$ cat config.mk
export PLATFORM = sky130hd
export DESIGN_NAME = mem_arbiter
export DESIGN_NICKNAME = d
export VERILOG_FILES = /design/src/rtl/riscv_mem_pkg.sv /design/src/rtl/mem_arb_prio.sv /design/src/rtl/mem_arbiter.sv
export SDC_FILE = /design/constraint.sdc
export NUM_CORES = 1
export LEC_CHECK = 0
export CORE_MARGIN = 2
export CORE_UTILIZATION = 55
export CTS_CLUSTER_SIZE = 16
export DETAILED_ROUTE_END_ITERATION = 6
export DONT_BUFFER_PORTS = 1
export PLACE_DENSITY = 0.78
export SETUP_SLACK_MARGIN = 0.2
export SYNTH_ARGS = -nofsm -noshare
export SYNTH_HDL_FRONTEND = slang
export SYNTH_SLANG_ARGS = --single-unit
$ cat constraint.sdc
create_clock -name i_clk -period 8.7 [get_ports i_clk]
set_input_delay 1.74 -clock i_clk [delete_from_list [all_inputs] [get_ports i_clk]]
set_output_delay 1.74 -clock i_clk [all_outputs]
set_load 0.01 [all_outputs]
$ cat src/rtl/riscv_mem_pkg.sv
// Shared encodings for the single-port memory arbiter: FSM states,
// requester ids, fetch byte-enable and the latched backend request.
package riscv_mem_pkg;

  typedef enum logic [1:0] {
    IDLE   = 2'd0,
    BUSY_D = 2'd1,
    BUSY_I = 2'd2
  } arb_state_e;

  localparam logic [3:0] BE_WORD = 4'hF;
  localparam logic       REQ_D   = 1'b0;
  localparam logic       REQ_I   = 1'b1;

  typedef struct packed {
    logic        we;
    logic [31:0] addr;
    logic [31:0] wdata;
    logic [3:0]  be;
  } mem_req_t;

endpackage

$ cat src/rtl/mem_arb_prio.sv
// Grant decision: data wins contention unless fetch has been starved
// for the configured number of consecutive data grants.
module mem_arb_prio
  import riscv_mem_pkg::*;
(
  input  logic d_pend,
  input  logic i_pend,
  input  logic starve_hit,
  output logic gnt,
  output logic gnt_id
);

  assign gnt    = d_pend | i_pend;
  assign gnt_id = (i_pend & (~d_pend | starve_hit)) ? REQ_I : REQ_D;

endmodule

$ cat src/rtl/mem_arbiter.sv
// Shares one variable-latency memory between fetch and data ports with
// data priority, a fetch starvation guard and a per-access timeout.
module mem_arbiter
  import riscv_mem_pkg::*;
#(
  parameter int STARVE_LIMIT   = 4,
  parameter int TIMEOUT_CYCLES = 255
) (
  input  logic        i_clk,
  input  logic        i_rst,
  input  logic        i_d_req,
  input  logic        i_d_we,
  input  logic [31:0] i_d_addr,
  input  logic [31:0] i_d_wdata,
  input  logic [3:0]  i_d_be,
  output logic [31:0] o_d_rdata,
  output logic        o_d_done,
  input  logic        i_i_req,
  input  logic [31:0] i_i_addr,
  output logic [31:0] o_i_rdata,
  output logic        o_i_done,
  output logic        o_stall_if,
  output logic        o_stall_mem,
  output logic        o_m_req,
  output logic        o_m_we,
  output logic [31:0] o_m_addr,
  output logic [31:0] o_m_wdata,
  output logic [3:0]  o_m_be,
  input  logic        i_m_ack,
  input  logic [31:0] i_m_rdata,
  output logic        o_err
);

  arb_state_e  state_q, state_d;
  mem_req_t    req_q, req_d;
  logic        m_req_q, m_req_d;
  logic [31:0] d_rdata_q, d_rdata_d, i_rdata_q, i_rdata_d;
  logic        d_done_q, d_done_d, i_done_q, i_done_d;
  logic        err_q, err_d;
  logic [3:0]  starve_q, starve_d;
  logic [7:0]  busy_q, busy_d;

  logic d_pend, i_pend, starve_hit, gnt, gnt_id, timed_out;

  // A port completing this cycle is not pending, so the other port can be
  // granted in the done cycle.
  assign d_pend     = i_d_req & ~d_done_q;
  assign i_pend     = i_i_req & ~i_done_q;
  assign starve_hit = (starve_q == 4'(STARVE_LIMIT));
  assign timed_out  = (busy_q == 8'(TIMEOUT_CYCLES - 1));

  mem_arb_prio u_prio (
    .d_pend     (d_pend),
    .i_pend     (i_pend),
    .starve_hit (starve_hit),
    .gnt        (gnt),
    .gnt_id     (gnt_id)
  );

  always_comb begin
    state_d   = state_q;
    req_d     = req_q;
    m_req_d   = m_req_q;
    d_rdata_d = d_rdata_q;
    i_rdata_d = i_rdata_q;
    d_done_d  = 1'b0;
    i_done_d  = 1'b0;
    err_d     = err_q;
    starve_d  = starve_q;
    busy_d    = busy_q;
    unique case (state_q)
      IDLE: begin
        if (gnt) begin
          m_req_d = 1'b1;
          busy_d  = '0;
          if (gnt_id == REQ_I) begin
            req_d    = '{we: 1'b0, addr: i_i_addr, wdata: '0, be: BE_WORD};
            starve_d = '0;
            state_d  = BUSY_I;
          end else begin
            req_d   = '{we: i_d_we, addr: i_d_addr, wdata: i_d_wdata, be: i_d_be};
            state_d = BUSY_D;
            if (i_pend && !starve_hit) starve_d = starve_q + 4'd1;
          end
        end
      end
      BUSY_D, BUSY_I: begin
        busy_d = busy_q + 8'd1;
        // Ack takes precedence over a timeout landing in the same cycle.
        if (i_m_ack || timed_out) begin
          m_req_d = 1'b0;
          state_d = IDLE;
          err_d   = err_q | ~i_m_ack;
          if (state_q == BUSY_D) begin
            d_done_d  = 1'b1;
            d_rdata_d = i_m_ack ? i_m_rdata : '0;
          end else begin
            i_done_d  = 1'b1;
            i_rdata_d = i_m_ack ? i_m_rdata : '0;
          end
        end
      end
      default: state_d = IDLE;
    endcase
  end

  always_ff @(posedge i_clk or posedge i_rst) begin
    if (i_rst) begin
      state_q   <= IDLE;
      req_q     <= '0;
      m_req_q   <= 1'b0;
      d_rdata_q <= '0;
      i_rdata_q <= '0;
      d_done_q  <= 1'b0;
      i_done_q  <= 1'b0;
      err_q     <= 1'b0;
      starve_q  <= '0;
      busy_q    <= '0;
    end else begin
      state_q   <= state_d;
      req_q     <= req_d;
      m_req_q   <= m_req_d;
      d_rdata_q <= d_rdata_d;
      i_rdata_q <= i_rdata_d;
      d_done_q  <= d_done_d;
      i_done_q  <= i_done_d;
      err_q     <= err_d;
      starve_q  <= starve_d;
      busy_q    <= busy_d;
    end
  end

  assign o_d_rdata   = d_rdata_q;
  assign o_d_done    = d_done_q;
  assign o_i_rdata   = i_rdata_q;
  assign o_i_done    = i_done_q;
  assign o_stall_if  = i_i_req & ~i_done_q;
  assign o_stall_mem = i_d_req & ~d_done_q;
  assign o_m_req     = m_req_q;
  assign o_m_we      = req_q.we;
  assign o_m_addr    = req_q.addr;
  assign o_m_wdata   = req_q.wdata;
  assign o_m_be      = req_q.be;
  assign o_err       = err_q;

endmodule

==> flow_metrics.tcl <==
set metrics [dict create \
    ys_seq_area_share_pct 58.3 \
    rows 39 \
    netlist-cell-type-count 45 \
    track_usage_pct 24.8 \
    fin_setup_tns_ns 0 \
    design_area_sq_um 7040 \
    maxSlewViolCount 0 \
    slew_headroom_pct 19.5 \
    whs_endpoint "o_m_wdata[0]" \
    max-vdd-ir-drop_mv 0.263 \
    worst_path_max_delay_cell "nand2b_4" \
    fin_worst_skew_ns 0.00593 \
    die_width_um 113 \
    wl_mm 16.0 \
    dr.pass1.iters 5 \
    startpoint "i_i_req" \
    htree_levels 4 \
    synthArstFlopShare_pct 100 \
    antenna_found_initial 0 \
    critPathTopFamily "simple AND/OR/NAND/NOR gates" \
    yosys_warnings 0 \
    worst-path-buf-inv 1 \
    maxCapViolCount 0 \
    crit_chain "nand2b_4, clkinv_8" \
    r2r_slack_ns 6.19 \
    setup_viol 0 \
    worstMarginPinSlew_ns 1.21 \
    reg2reg_from "state_q[1]" \
    fmax_mhz 268 \
    place_congestion 0.812 \
    cts_resized 0 \
    die_y_um 113 \
    fin_crit_sh_pct 42.9 \
    final_net_count 765 \
    r2r.worst_path.cells 5 \
    vias_per_cell 6.32 \
    crit_path_start_kind "primary input" \
    crit_type "in2out" \
    utilization_pct 61.4 \
    r2r_end "o_d_rdata[27]" \
    holdBufCountCts 0 \
    worstPathRequired_ns 6.96 \
    rsz0062_at_grt "no" \
    hold_viol 0 \
    dieArea_sq_um 12700 \
    syn_to_final_growth_pct 8.55 \
    clock_latency_ns 0.40 \
    vias 4888 \
    clk_pin_slew_ns 0.06 \
    post-route-min-period_ns 3.73 \
    status "complete, no violations" \
    place_area_sq_um 6490 \
    cp.arrival_ns 1.99 \
    cts_setup_buffers 0 \
    ys_seq_elements 151 \
    layout_common_cells "151 x nand2_1, 151 x dfrtp_1, 75 x a21oi_1" \
    place.port_buffers 0 \
    synth_ff_type "dfrtp_1" \
    synth_nets 790 \
    root_buffer "clkbuf_16" \
    synthCells 646 \
    grt_overflow 0 \
    n_fill_cell 944 \
    cts_tree "done" \
    p_leak_nw 3.18 \
    grt_pass1_vias 4767 \
    grt_pass1_wl_mm 24.7 \
    clockBufferDepth 2 \
    synth_area_sq_um 6490 \
    drt-initial-drc-count 495 \
    min_path_cells 2 \
    syn_area_per_cell_sq_um 10.0 \
    ios 277 \
    power_density_nw_per_um2 433 \
    min_path_type "reg2reg" \
    grt_start_max_net_pins 84 \
    worstPathMaxFanout 8 \
    cpPeakStageDelay_ns 0.15 \
    drive_above_1_share_pct 7.45 \
    diodes 0 \
    dp_hpwl_mm 11.0 \
    ant_nets 0 \
    avgRoutedWirePerCell_um 20.7 \
    drc 0 \
    cts_made_buffers 17 \
    synth_edf_count 0 \
    clkSinkCount 151 \
    initial_utilization_pct 56.6 \
    critPathCaptureType "output port" \
    total_power_mw 3.05 \
    min_from "o_m_wdata[0]" \
    fp.coreArea_sq_um 11500 \
]
layer usage:
layer  share of wire [%]  global-route usage (%)  up-vias
li1                    -                       -     2205
met1                  37                    29.4     2385
met2                  51                    41.0      267
met3                 9.0                    8.26       31
met4                 2.9                    11.5        0
met5                   0                       0        -
per-stage QoR:
stage | hold WS (ns) | setup slack, ns | std cells
after CTS | 0.542 | 4.97 | 774
after global routing | 0.568 | 4.95 | 774
final | 0.541 | 4.97 | 774
after global placement | 0.505 | 4.98 | 745
after floorplan | 0.486 | 2.90 | 646
after detailed placement | 0.531 | 4.97 | 745
state kept, by name (all words and copies together) (netlist names):
name,count
o_m_be,4
starve_q,4
o_m_req,1
o_d_rdata,32
o_i_rdata,32
o_d_done,1
o_m_we,1
o_m_addr,32
o_err,1
o_i_done,1
o_m_wdata,32
state_q,2
busy_q,8
Yosys cell counts (all sizes together) (3+ instances only):
cell / count / area share [%]
a21o: 3 / 0.35
nor2: 37 / 2.1
nand3b: 3 / 0.35
o22ai: 3 / 0.29
clkbuf: 16 / 0.93
nand3: 42 / 3.3
o21ai: 14 / 1.3
a32o: 32 / 4.9
a21oi: 77 / 6.2
inv: 14 / 1.0
ha: 6 / 1.2
nand2: 151 / 8.7
o2bb2ai: 32 / 4.3
buf: 34 / 2.8
dfrtp: 151 / 58
nor3: 4 / 0.48
how the worst max path moves through the flow:
stage / to / slack (ns) / cells past startpoint
2_1_floorplan: busy_q[0] / 2.90 / 1
3_3_place_gp: o_stall_if / 4.98 / 2
3_5_place_dp: o_stall_if / 4.97 / 2
4_1_cts: o_stall_if / 4.97 / 2
5_1_grt: o_stall_if / 4.95 / 2
6_report: o_stall_if / 4.97 / 2
kinds of logic after synthesis:
logic type	synth area share, %
buffers and inverters	4.94
muxes	0.154
AOI/OAI and AO/OA	18.8
xor gates and xnor gates	0.135
DFF	58.3
adders and majority gates	1.16
and+or+nand+nor	16.6
report_power, final:
part	total (mW)	switching (mW)	leakage, nW	internal, mW
clock network	0.686	0.263	0.260	0.423
logic	0.927	0.586	1.06	0.341
registers	1.43	0.408	1.86	1.03
total	3.05	1.26	3.18	1.79
cell type report:
class	count	area (sq um)	area share [%]
inverters	15	86.3	1.23
repair buffers	6	45.0	0.640
multi-input cells	430	2400	34.1
well taps	143	179	2.54
clock inverters	9	105	1.49
clock buffers	20	447	6.34
flip-flops and latches	151	3780	53.7
No activity file was read; power rests on OpenSTA's default activity.
